==> src/rtl/adder_share_arbiter_pkg.sv <==
// Shared types and helpers for the adder-sharing arbiter: FSM encoding,
// default operand width and pointer-width arithmetic.
package adder_share_pkg;

  localparam int DEFAULT_WIDTH = 8;

  typedef enum logic [1:0] {
    IDLE = 2'b00,
    EXEC = 2'b01,
    RESP = 2'b10
  } state_e;

  function automatic int clog2(input int n);
    int r;
    r = 0;
    for (int i = 0; i < 31; i++) begin
      if ((32'sd1 <<< i) < n) begin
        r = i + 1;
      end else begin
        r = r;
      end
    end
    return r;
  endfunction

endpackage

==> src/rtl/adder_share_arbiter_if.sv <==
// Requester, response and external-adder signals of the arbiter, with the
// arbiter (slave) and surrounding-logic (master) views.
interface adder_share_arbiter_if
  import adder_share_pkg::*;
#(
  parameter int WIDTH = DEFAULT_WIDTH,
  parameter int N_REQ = 2
);

  logic [N_REQ-1:0]       req;
  logic [N_REQ*WIDTH-1:0] req_a;
  logic [N_REQ*WIDTH-1:0] req_b;
  logic [N_REQ-1:0]       gnt;
  logic [N_REQ-1:0]       rsp_valid;
  logic [WIDTH-1:0]       rsp_result;
  logic [WIDTH-1:0]       add_a;
  logic [WIDTH-1:0]       add_b;
  logic [WIDTH-1:0]       add_result;

  modport slave (
    input  req, req_a, req_b, add_result,
    output gnt, rsp_valid, rsp_result, add_a, add_b
  );

  modport master (
    output req, req_a, req_b, add_result,
    input  gnt, rsp_valid, rsp_result, add_a, add_b
  );

endinterface

==> src/rtl/adder_share_arbiter_rr_pick.sv <==
// Combinational round-robin picker: first set request at or after ptr,
// wrapping from N-1 back to 0.
module rr_pick #(
  parameter int N  = 2,
  parameter int PW = 1
) (
  input  logic [N-1:0]  req,
  input  logic [PW-1:0] ptr,
  output logic [N-1:0]  grant,
  output logic [PW-1:0] winner,
  output logic          any
);

  logic [N-1:0]  grant_s;
  logic [PW-1:0] winner_s;
  logic          any_s;

  // Scan requesters in rotated order starting at ptr; first hit wins.
  always_comb begin
    grant_s  = '0;
    winner_s = '0;
    any_s    = 1'b0;
    for (int i = 0; i < N; i++) begin
      if (!any_s && req[(int'(ptr) + i) % N]) begin
        any_s    = 1'b1;
        winner_s = PW'((int'(ptr) + i) % N);
      end else begin
        any_s = any_s;
      end
    end
    if (any_s) begin
      grant_s[winner_s] = 1'b1;
    end else begin
      grant_s = '0;
    end
  end

  assign grant  = grant_s;
  assign winner = winner_s;
  assign any    = any_s;

endmodule

==> src/rtl/adder_share_arbiter.sv <==
// Time-shares one external combinational adder between N_REQ requesters:
// round-robin grant in IDLE, operand capture, result capture, response pulse.
module adder_share_arbiter
  import adder_share_pkg::*;
#(
  parameter int WIDTH = DEFAULT_WIDTH,
  parameter int N_REQ = 2
) (
  input logic                   clk,
  input logic                   reset,
  adder_share_arbiter_if.slave  bus
);

  localparam int PW = (clog2(N_REQ) > 0) ? clog2(N_REQ) : 1;

  state_e             state_r;
  logic [PW-1:0]      rr_ptr_r;
  logic [PW-1:0]      owner_r;
  logic [PW-1:0]      next_ptr_s;
  logic [PW-1:0]      winner_s;
  logic [N_REQ-1:0]   pick_grant_s;
  logic [N_REQ-1:0]   gnt_s;
  logic [N_REQ-1:0]   rsp_valid_r;
  logic               any_s;
  logic [WIDTH-1:0]   op_a_r;
  logic [WIDTH-1:0]   op_b_r;
  logic [WIDTH-1:0]   rsp_result_r;
  logic [WIDTH-1:0]   sel_a_s;
  logic [WIDTH-1:0]   sel_b_s;

  rr_pick #(
    .N  (N_REQ),
    .PW (PW)
  ) u_pick (
    .req    (bus.req),
    .ptr    (rr_ptr_r),
    .grant  (pick_grant_s),
    .winner (winner_s),
    .any    (any_s)
  );

  // Operand slices of the current round-robin winner.
  always_comb begin
    sel_a_s = bus.req_a[int'(winner_s) * WIDTH +: WIDTH];
    sel_b_s = bus.req_b[int'(winner_s) * WIDTH +: WIDTH];
  end

  // Grant is only offered from IDLE and is suppressed while reset is held.
  always_comb begin
    if ((state_r == IDLE) && !reset) begin
      gnt_s = pick_grant_s;
    end else begin
      gnt_s = '0;
    end
  end

  // Pointer moves just past the requester that was served.
  always_comb begin
    if (owner_r == PW'(N_REQ - 1)) begin
      next_ptr_s = '0;
    end else begin
      next_ptr_s = owner_r + PW'(1);
    end
  end

  // Arbitration FSM with all datapath and response registers.
  always_ff @(posedge clk or posedge reset) begin
    if (reset) begin
      state_r      <= IDLE;
      rr_ptr_r     <= '0;
      owner_r      <= '0;
      op_a_r       <= '0;
      op_b_r       <= '0;
      rsp_result_r <= '0;
      rsp_valid_r  <= '0;
    end else begin
      case (state_r)
        IDLE: begin
          rsp_valid_r <= '0;
          if (any_s) begin
            op_a_r  <= sel_a_s;
            op_b_r  <= sel_b_s;
            owner_r <= winner_s;
            state_r <= EXEC;
          end else begin
            state_r <= IDLE;
          end
        end
        EXEC: begin
          // Pulse is raised here so it is visible for exactly the RESP cycle.
          rsp_result_r <= bus.add_result;
          rsp_valid_r  <= N_REQ'(1) << owner_r;
          state_r      <= RESP;
        end
        RESP: begin
          rsp_valid_r <= '0;
          rr_ptr_r    <= next_ptr_s;
          state_r     <= IDLE;
        end
        default: begin
          rsp_valid_r <= '0;
          state_r     <= IDLE;
        end
      endcase
    end
  end

  assign bus.gnt        = gnt_s;
  assign bus.rsp_valid  = rsp_valid_r;
  assign bus.rsp_result = rsp_result_r;
  assign bus.add_a      = op_a_r;
  assign bus.add_b      = op_b_r;

endmodule

==> src/flat_wrapper.sv <==
// flat-port wrapper written by rule: the top's interface ports become plain ports
module adder_share_arbiter_flat import adder_share_pkg::*;
#(
  parameter int WIDTH = DEFAULT_WIDTH,
  parameter int N_REQ = 2
)
  (clk, reset, bus_req, bus_req_a, bus_req_b, bus_add_result, bus_gnt, bus_rsp_valid, bus_rsp_result, bus_add_a, bus_add_b);
  adder_share_arbiter_if #(.WIDTH(WIDTH), .N_REQ(N_REQ)) bus_i ();
  input logic clk;
  input logic reset;
  input wire logic [$bits(bus_i.req)-1:0] bus_req;
  input wire logic [$bits(bus_i.req_a)-1:0] bus_req_a;
  input wire logic [$bits(bus_i.req_b)-1:0] bus_req_b;
  input wire logic [$bits(bus_i.add_result)-1:0] bus_add_result;
  output wire logic [$bits(bus_i.gnt)-1:0] bus_gnt;
  output wire logic [$bits(bus_i.rsp_valid)-1:0] bus_rsp_valid;
  output wire logic [$bits(bus_i.rsp_result)-1:0] bus_rsp_result;
  output wire logic [$bits(bus_i.add_a)-1:0] bus_add_a;
  output wire logic [$bits(bus_i.add_b)-1:0] bus_add_b;
  assign bus_i.req = bus_req;
  assign bus_i.req_a = bus_req_a;
  assign bus_i.req_b = bus_req_b;
  assign bus_i.add_result = bus_add_result;
  assign bus_gnt = bus_i.gnt;
  assign bus_rsp_valid = bus_i.rsp_valid;
  assign bus_rsp_result = bus_i.rsp_result;
  assign bus_add_a = bus_i.add_a;
  assign bus_add_b = bus_i.add_b;
  adder_share_arbiter #(.WIDTH(WIDTH), .N_REQ(N_REQ)) u_core (.clk(clk), .reset(reset), .bus(bus_i));
endmodule
==> config.mk <==
export PLATFORM = sky130hd
export DESIGN_NAME = adder_share_arbiter_flat
export DESIGN_NICKNAME = d
export VERILOG_FILES = /design/src/rtl/adder_share_arbiter_pkg.sv /design/src/rtl/adder_share_arbiter_if.sv /design/src/rtl/adder_share_arbiter_rr_pick.sv /design/src/rtl/adder_share_arbiter.sv /design/src/flat_wrapper.sv
export SDC_FILE = /design/constraint.sdc
export NUM_CORES = 1
export LEC_CHECK = 0
export ABC_CLOCK_PERIOD_IN_PS = 3400
export BUFFER_PORTS_ARGS = -buffer_cell sky130_fd_sc_hd__buf_2
export CORE_MARGIN = 8
export CORE_UTILIZATION = 40
export CTS_CLUSTER_DIAMETER = 120
export DETAILED_ROUTE_END_ITERATION = 8
export PLACE_DENSITY = 0.82
export SYNTH_ARGS = -nofsm -noshare
export SYNTH_HDL_FRONTEND = slang
export SYNTH_HIERARCHICAL = 1
export SYNTH_SLANG_ARGS = --single-unit
export TNS_END_PERCENT = 30
==> constraint.sdc <==
create_clock -name clk -period 3.4 [get_ports clk]
set_input_delay 0.51 -clock clk [delete_from_list [all_inputs] [get_ports clk]]
set_output_delay 0.51 -clock clk [all_outputs]
set_load 0.01 [all_outputs]
* Yosys cells after proc, flatten, opt, wreduce, memory -nomap -nowiden *
Cells that the tools add are included.

word-level totals
  register bits after elaboration = 30
  bits of input ports = 44
  output and inout port bits = 28

operators by class
  add/subtract/negate cells = 2
  magnitude comparators = 4
  equality and inequality tests = 2
  shift operators = 3
  multiplexer cells = 17
  bitwise operators = 1
  reductions and logical operators = 7

operators with widths
  cell                                                      number
  variable part select 16 x 5 -> 8 bit                      2
  two-way mux 1 bit                                         12
  two-way mux 2 bit                                         3
  < comparator 1 x 2 -> 1 bit, second input constant        2
  case mux 2 bit (2 select lines)                           1
  logical AND 1 bit                                         3
  < comparator 2 x 3 -> 1 bit, second input constant        1
  adder 1 bit, second input constant                        2
  == test 2 x 1 -> 1 bit, second input constant             1
  == test 2 bit, second input constant                      1
  logical NOT 1 bit                                         2
  logical NOT 2 bit                                         1
  AND reduction 2 bit                                       1
  left shift 1 x 1 -> 2 bit, first input constant           1
  AND 1 bit, first input constant                           1
  demux 1 bit (select 1 bit)                                1
  greater-or-equal comparator 1 bit, second input constant  1

* Depth between registers and ports, before layout *
Gate-level depths: netlist of run 1.

  depth after elaboration = 13
  gate-level depth with buffers = 6
  depth with buffers taken out = 4

* Hierarchy *
The synthesis of run 1 kept the hierarchy.

modules (own cells, without submodules)
  module               instances  cells an instance  area each (sq um)
  adder_share_arbiter  1          88                 1407.6
  rr_pick              1          5                  32.5

* Worst setup path before layout of run 1 *
No wires, ideal clock.

  path type = input to register
  start point = input bus_req[1]
  end point = register u_core.op_a_r[0] (netlist: u_core/bus.add_a[0])
  setup time = 0.125 ns
  arrival = 1.494 ns
  required time = 3.275 ns
  slack = 1.781 ns
  stages on the path = 5
  cells stage by stage = a21boi_1 -> buf_6 -> buf_12 -> mux2_4 -> mux2_4

between the ends
  longest elaborated chain between the ends = 7
  elaborated cells on any way between the ends = 13
  those cells by class = shift (1); mux (9); reduce/logical (3)

ends and longest elaborated chain
  what                                                                         RTL line                           source
  start, declared                                                              flat_wrapper.sv:11                 input wire logic [$bits(bus_i.req)-1:0] bus_req;
  two-way mux 1 bit (not written as such) (2 in a row)                         adder_share_arbiter_rr_pick.sv:24  if (!any_s && req[(int'(ptr) + i) % N]) begin
  two-way mux 1 bit                                                            adder_share_arbiter_rr_pick.sv:24
  logical NOT 1 bit                                                            adder_share_arbiter_rr_pick.sv:24
  logical AND 1 bit                                                            adder_share_arbiter_rr_pick.sv:24
  two-way mux 1 bit                                                            adder_share_arbiter_rr_pick.sv:24
  variable part select 16 x 5 -> 8 bit or AND reduction 2 bit (tied branches)  -
  end signal, assigned                                                         adder_share_arbiter.sv:81          op_a_r <= sel_a_s;
  end, declared                                                                adder_share_arbiter.sv:25          logic [WIDTH-1:0] op_a_r;

Parallel ways exist; a longest one is shown, timed or not. The select of a mux whose other input is x is not followed.
A chain may end at the register's enable or synchronous reset.

* Worst setup path in the final report of run 1 *
  start point = register u_core.state_r[0]
  end point = register u_core.op_b_r[7] (netlist: u_core/bus.add_b[7])

between the ends
  longest elaborated chain between the ends = 2

ends and longest elaborated chain
  what                                  RTL line                   source
  start, declared                       adder_share_arbiter.sv:16  state_e state_r;
  start signal, assigned                adder_share_arbiter.sv:69  state_r <= IDLE;
  start signal, assigned                adder_share_arbiter.sv:84  state_r <= EXEC;
  start signal, assigned                adder_share_arbiter.sv:86  state_r <= IDLE;
  logical NOT 2 bit                     adder_share_arbiter.sv:77  case (state_r)
  AND reduction 2 bit (no source line)  -
  end signal, assigned                  adder_share_arbiter.sv:82  op_b_r <= sel_b_s;
  end, declared                         adder_share_arbiter.sv:26  logic [WIDTH-1:0] op_b_r;

No other way between the ends.

==> results.cfg, run 1 <==
[run_status]
run_status = finished, final reports clean

[global_route]
overflow = 0
grt_first_pass_wirelength_um = 5090
grt_max_degree = 31
grt_usage_pct = 10.8
first_global_vias = 1131
grt_antenna_before_repair = 0

[critical_path]
start_kind = flip-flop
r2r_slack_ps = 1530
critPathMaxFanout = 18
endpoint_kind = flip-flop
cp.arrival_ps = 2080
crit_type = flip-flop to flip-flop
crit_required_ps = 3610

[clocking]
cts_buffer_depth = 2
clk_latency_ps = 320
post_cts_resize_count = 0
clk_pin_slew_ps = 100
cts.sinks = 30
ctsHoldBuffers = 0
root_buffer = clkbuf_4
cts_tree = done
cts_setup_buffers = 0
cts_buffers = 5
htreeDepth = 2

[placement]
place_congestion = 0.651
post-dp-hpwl_um = 2380
placed_cell_area_mm2 = 0.00182
io_buffers = 71
dpl_worst_slack_ps = 1280

[layout]
finalNetCount = 211
area_delta_synth_final_pct = 30.7
mostFrequentLayoutCell = buf_2
final_area_mm2 = 0.00188
diodes = 0
final_cell_mix = 71 x buf_2, 30 x dfrtp_1, 23 x mux2_2
final_core_utilization_pct = 53.0
drive_gt1_share_pct = 73.2

[sta]
fin_crit_ps = 1870
skew_ps = 12.2
hold_viol = 0
final_max_slew_viol_count = 0
setup_violations = 0
fin_crit_sh_pct = 54.9
tns_ps = 0
worst_slack_ps = 1530
relSlewSlack_pct = 29.6
hold_slack_ps = 422
fmax_mhz = 536
worstMarginPinSlew_ps = 1060
rsz0062_at_grt = false

[logic_synthesis]
synthMuxAreaShare_pct = 37.5
synthCells = 93
synth-xor-area-share_pct = 0
synth_area_per_cell_um2 = 15.5
synth_top_family_by_area = multiplexers
ys_warn_count = 6
yosys.area_share.simple_pct = 3.91
syn-num-nets = 137
synth_seq_cells = 30
yosys.area_share.adder_pct = 0
ys_types = 17
syn_area_mm2 = 0.00144
ys_seq_area_share_pct = 52.1
synth_compound_area_share_pct = 1.56

[die]
start_util_pct = 40.6
die_x_um = 76
num_io_pins = 72
core-area_mm2 = 0.00355
fp.dieH_um = 76
rows = 22
design.die.area_mm2 = 0.00578

[routing]
drt-total-wl_um = 2960
num_vias = 980
routed_via_density = 4.54
drt_pass1_iterations = 2
drc = 0
wl_per_cell_um = 13.7
drt_iter0_markers = 24
ant_nets = 0

[flow_run]
drv_cap = 0

[min_path]
hold_class = input pin to flip-flop

[power]
ir_drop_uv = 393
power_leakage_nw = 0.971
p_per_area_mw_per_mm2 = 832
-- cells in the mapped netlist (all sizes together) --
master,count,area (µm²)
nor3b,1,12.5
dfrtp,30,751
nor3,1,5.00
nor2,2,7.51
or2,1,6.26
inv,4,15.0
a21boi,3,22.5
buf,5,55.1
and2,2,12.5
nand2b,1,6.26
mux2,42,541
nor2b,1,6.26
-- sequential cells by signal (all words and copies together), names as in the netlist --
signal,flops
u_core/bus.add_a,8
u_core/bus.rsp_valid,2
u_core/owner_r,1
u_core/rr_ptr_r,1
u_core/bus.add_b,8
u_core/state_r,2
u_core/bus.rsp_result,8
-- cells by family (layout without fill, tap and decap cells) --
family                 Yosys count  in the layout
AOI/OAI and AO/OA                3              3
and+or+nand+nor                  9              9
muxes                           42             42
buffers and inverters            9             84
DFF                             30             30
-- layout make-up --
class,count,area (µm²)
Timing Repair Buffer,72,363
Clock buffer,6,51.3
Fill cell,324,1670
Sequential cell,30,751
Tap cell,48,60.1
Multi-Input combinational cell,54,629
Inverter,4,15.0
Clock inverter,2,12.5
-- final timing paths --
check                                           endpoint  cells after the start         startpoint
worst min-delay path            u_core/bus.rsp_result[7]                      2  bus_add_result[7]
worst max-delay path                 u_core/bus.add_b[7]                      2  u_core/state_r[0]
worst max register to register       u_core/bus.add_b[7]                      2  u_core/state_r[0]
min in group asynchronous       u_core/bus.rsp_result[7]                      2              reset
max in group asynchronous       u_core/bus.rsp_result[2]                      2              reset
worst min register to register   u_core/bus.rsp_valid[0]                      1     u_core/owner_r
-- worst max-delay path, stage by stage, from the launching register on --
cell     delay [ps]
dfrtp_1         450
nor3b_4         880
mux2_2          420
-- through the flow --
| step | std cells | total power [mW] |
|---|---|---|
| 2_1_floorplan | 93 | 1.13 |
| 3_3_place_gp | 208 | 1.35 |
| 3_5_place_dp | 208 | 1.37 |
| 4_1_cts | 216 | 1.60 |
| 5_1_grt | 216 | 1.68 |
| 6_report | 216 | 1.57 |
-- power breakdown --
part           internal (mW)  switching (mW)
clock                 0.0993           0.117
sequential             0.537          0.0967
combinational          0.407           0.309
total                   1.04           0.523
-- layer usage --
layer,part of all wire [%],GRT usage [%],vias up
met5,0,0,-
met4,1.1,5.29,0
met3,11,6.60,4
met2,47,18.1,47
met1,40,10.2,458
li1,-,-,471
Power figures use the tool's default switching activity.
==> run 2: changes to the inputs <==
--- a/config.mk
+++ b/config.mk
@@ -5,7 +5,7 @@
 export SDC_FILE = /design/constraint.sdc
 export NUM_CORES = 1
 export LEC_CHECK = 0
-export ABC_CLOCK_PERIOD_IN_PS = 3400
+export ABC_CLOCK_PERIOD_IN_PS = 1800
 export BUFFER_PORTS_ARGS = -buffer_cell sky130_fd_sc_hd__buf_2
 export CORE_MARGIN = 8
 export CORE_UTILIZATION = 40
==> constraint.sdc (replaced) <==
create_clock -name clk -period 1.8 [get_ports clk]
set_input_delay 0.27 -clock clk [delete_from_list [all_inputs] [get_ports clk]]
set_output_delay 0.27 -clock clk [all_outputs]
set_load 0.01 [all_outputs]
==> results.cfg, run 2 (synthesis gave the netlist of run 1 again) <==
[run_status]
run_status = finished, final reports clean

[clocking]
root_buffer = clkbuf_4
cts_tree = done
cts_buffer_depth = 2
clk_pin_slew_ps = 90
post_cts_resize_count = 0
cts_setup_buffers = 0
clk_latency_ps = 310
htreeDepth = 2
cts_buffers = 5
cts.sinks = 30

[routing]
ant_nets = 0
num_vias = 990
routed_via_density = 4.46
drt-total-wl_um = 3100
drc = 0
wl_per_cell_um = 14.0
drt_pass1_iterations = 4
drt_iter0_markers = 19

[die]
rows = 22
num_io_pins = 72
die_x_um = 76
design.die.area_mm2 = 0.00578
core-area_mm2 = 0.00355
start_util_pct = 40.6
fp.dieH_um = 76

[critical_path]
crit_type = input pin to primary output
critPathMaxFanout = 2
cp.arrival_ps = 1350
endpoint_kind = primary output
crit_required_ps = 1530
start_kind = input pin

[sta]
worst_slack_ps = 176
worstMarginPinSlew_ps = 489
rsz0062_at_grt = false
tns_ps = 0
final_max_slew_viol_count = 0
relSlewSlack_pct = 67.4
setup_violations = 0
fin_crit_ps = 1620
hold_slack_ps = 181
hold_viol = 0
fmax_mhz = 616
skew_ps = 9.45
fin_crit_sh_pct = 90.2

[flow_run]
drv_cap = 0

[power]
finalPower_mw = 3.04
ir_drop_uv = 720
p_per_area_mw_per_mm2 = 1570
power_leakage_nw = 1.00

[layout]
multi_input_area_um2 = 629
area_delta_synth_final_pct = 34.6
fin_cells = 222
finalNetCount = 217
seq_area_um2 = 751
final_core_utilization_pct = 54.6
mostFrequentLayoutCell = buf_2
final_cell_mix = 71 x buf_2, 30 x dfrtp_1, 23 x mux2_2
final_area_mm2 = 0.00194
drive_gt1_share_pct = 73.0
diodes = 0
nFillCells = 306

[global_route]
first_global_vias = 1140
grt-busiest-layer = met2
grt_antenna_before_repair = 0
met3_usage_pct = 6.60
gr-usage-met2_pct = 17.7
grt_first_pass_wirelength_um = 5180
use_met1_pct = 11.2
grt_usage_pct = 10.8
grt_max_degree = 19
overflow = 0

[placement]
post-dp-hpwl_um = 2510
place_congestion = 0.717
place_inst = 213
dpl_worst_slack_ps = 265
io_buffers = 71
placed_cell_area_mm2 = 0.00187

[min_path]
hold_class = input pin to flip-flop
run 2: path summary, 6_finish.rpt:
kind / startpoint / end / slack (ps) / cells past startpoint
max in group asynchronous: reset / u_core/bus.add_a[0] / 640 / 4
worst max-delay path: reset / bus_gnt[1] / 180 / 5
min in group asynchronous: reset / u_core/bus.rsp_result[1] / 530 / 3
worst max register to register: u_core/rr_ptr_r / u_core/bus.add_b[5] / 250 / 5
worst min register to register: u_core/owner_r / u_core/bus.rsp_valid[0] / 480 / 1
worst min-delay path: bus_add_result[2] / u_core/bus.rsp_result[2] / 180 / 2
run 2: repair_timing:
action                                 CTS  global route
hold buffers                             1             0
endpoints found under the hold margin   12             0
setup endpoints to repair                0             0
run 2: layer usage:
layer  up-vias  routed length, µm
li1        478                  -
met1       458               1270
met2        52               1470
met3         2                335
met4         0                 17
met5         -                  0
run 2: final cells by class:
| type | instances | share of cell area (%) |
|---|---|---|
| Timing Repair Buffer | 78 | 21.8 |
| Inverter | 4 | 0.775 |
| Clock inverter | 1 | 0.258 |
| Multi-Input combinational cell | 54 | 32.5 |
| Tap cell | 48 | 3.10 |
| Sequential cell | 30 | 38.7 |
| Clock buffer | 7 | 2.84 |
run 2: worst max-delay path, stage by stage:
cell	delay, ps
dlygate4sd3_1	530
buf_2	130
nor3_1	150
and2_1	150
buf_2	120
run 2: power breakdown:
group / switching, mW / internal [mW] / total, mW
Sequential: 0.182 / 1.01 / 1.20
Clock: 0.210 / 0.189 / 0.399
Combinational: 0.603 / 0.839 / 1.44
==> run 3: changes to the inputs <==
--- a/config.mk
+++ b/config.mk
@@ -9,6 +9,7 @@
 export BUFFER_PORTS_ARGS = -buffer_cell sky130_fd_sc_hd__buf_2
 export CORE_MARGIN = 8
 export CORE_UTILIZATION = 40
+export CTS_BUF_LIST = sky130_fd_sc_hd__clkbuf_8
 export CTS_CLUSTER_DIAMETER = 120
 export DETAILED_ROUTE_END_ITERATION = 8
 export PLACE_DENSITY = 0.82
==> results.cfg, run 3 (synthesis gave the netlist of run 1 again) <==
[run_status]
run_status = finished, final reports clean

[critical_path]
worst_path_max_delay_cell = dfrtp_1
worst_path_most_repeated_cell = mux2_4
start_kind = flip-flop
critPathLaunch = u_core/rr_ptr_r
r2r_slack_ps = 260
critPathCapture = u_core/bus.add_b[5]
r2r_start = u_core/rr_ptr_r
crit_required_ps = 1950
r2r_end = u_core/bus.add_b[5]
critPathMaxFanout = 10
crit_type = flip-flop to flip-flop
r2r.worst_path.cells = 5
worstPathCellList = inv_1 > a21boi_2 > buf_4 > mux2_4 > mux2_4
endpoint_kind = flip-flop
slowest_delay_ps = 360
cp.arrival_ps = 1700

[clocking]
clk_latency_ps = 270
cts_buffer_depth = 2
post_cts_resize_count = 0
htreeDepth = 2
cts.sinks = 30
cts_tree = done
root_buffer = clkbuf_8
ctsHoldBuffers = 0
cts_buffers = 5
cts_setup_buffers = 0
clk_pin_slew_ps = 60

[layout]
fin_cells = 221
finalNetCount = 216
diodes = 0
mostFrequentLayoutCell = buf_2
final_cell_mix = 71 x buf_2, 30 x dfrtp_1, 23 x mux2_2
drive_gt1_share_pct = 73.4
area_delta_synth_final_pct = 36.1

[sta]
relSlewSlack_pct = 67.4
fmax_mhz = 648
rsz0062_at_grt = false
skew_ps = 6.43
final_max_slew_viol_count = 0
worstMarginPinSlew_ps = 488
fin_crit_sh_pct = 85.7
setup_violations = 0
hold_viol = 0
hold_slack_ps = 17.7
fin_crit_ps = 1540
tns_ps = 0

[global_route]
grt_usage_pct = 10.9
grt_first_pass_wirelength_um = 5150
grt_max_degree = 19
grt_antenna_before_repair = 0
first_global_vias = 1131
overflow = 0

[routing]
drt_iter0_markers = 15
drc = 0
drt-total-wl_um = 3080
num_vias = 985
wl_per_cell_um = 13.9
routed_via_density = 4.46
ant_nets = 0
drt_pass1_iterations = 4

[flow_run]
drv_cap = 0

[min_path]
hold_class = input pin to asynchronous set/reset pin

[placement]
place_congestion = 0.717
post-dp-hpwl_um = 2510
place_inst = 213
io_buffers = 71

[die]
num_io_pins = 72
rows = 22
core-area_mm2 = 0.00355
die_x_um = 76
design.die.area_mm2 = 0.00578
start_util_pct = 40.6
fp.dieH_um = 76

[power]
power_leakage_nw = 1.02
finalPower_mw = 3.17
p_per_area_mw_per_mm2 = 1620
ir_drop_uv = 766
run 3: changes by cell type in the layout (fill, tap and decap cells not counted):
cell,before,now
clkbuf_1,1,0
dlygate4sd3_1,1,0
clkbuf_4,5,0
clkbuf_8,1,6
inv_1,4,5
run 3: worst min path at each step:
stage	to	slack, ps	cells past startpoint
after floorplan	u_core/bus.add_a[0]	360	1
after global placement	u_core/bus.rsp_valid[1]	330	2
after detailed placement	u_core/bus.rsp_valid[1]	330	2
after CTS	u_core/bus.rsp_result[1]	30	2
after global routing	u_core/bus.rsp_result[1]	50	2
final	u_core/bus.rsp_result[1]	20	2
run 3: stage by stage:
step	utilization (%)	cell area (µm²)	setup slack, ps
floorplan	-	1440	312
global placement	52.6	1870	313
detailed placement	52.6	1870	265
CTS	55.2	1960	244
global route	55.2	1960	187
finish	55.2	1960	257
run 3: final cells by class:
cell class | instances | area [µm²]
Timing Repair Buffer | 77 | 413
Multi-Input combinational cell | 54 | 629
Clock buffer | 6 | 82.6
Fill cell | 303 | 1590
Tap cell | 48 | 60.1
Inverter | 4 | 15.0
Sequential cell | 30 | 751
Clock inverter | 2 | 8.76
run 3: worst max-delay path: cells and delay by family, from the launching register on:
family | cells | cell delay [ps]
flops | 1 | 360
compound gates | 1 | 170
mux | 2 | 570
buf+inv | 2 | 310
run 3: per-layer routing:
layer,GRT usage (%),routed length (µm),up-vias
li1,-,-,476
met1,11.1,1250,454
met2,17.6,1450,50
met3,6.96,342,5
met4,4.12,32,0
met5,0,0,-
run 3: where the power goes:
group          total (mW)  internal, mW  switching [mW]
Sequential           1.20          1.02           0.182
Combinational        1.44         0.838           0.603
Clock               0.528         0.302           0.226
Total                3.17          2.16            1.01
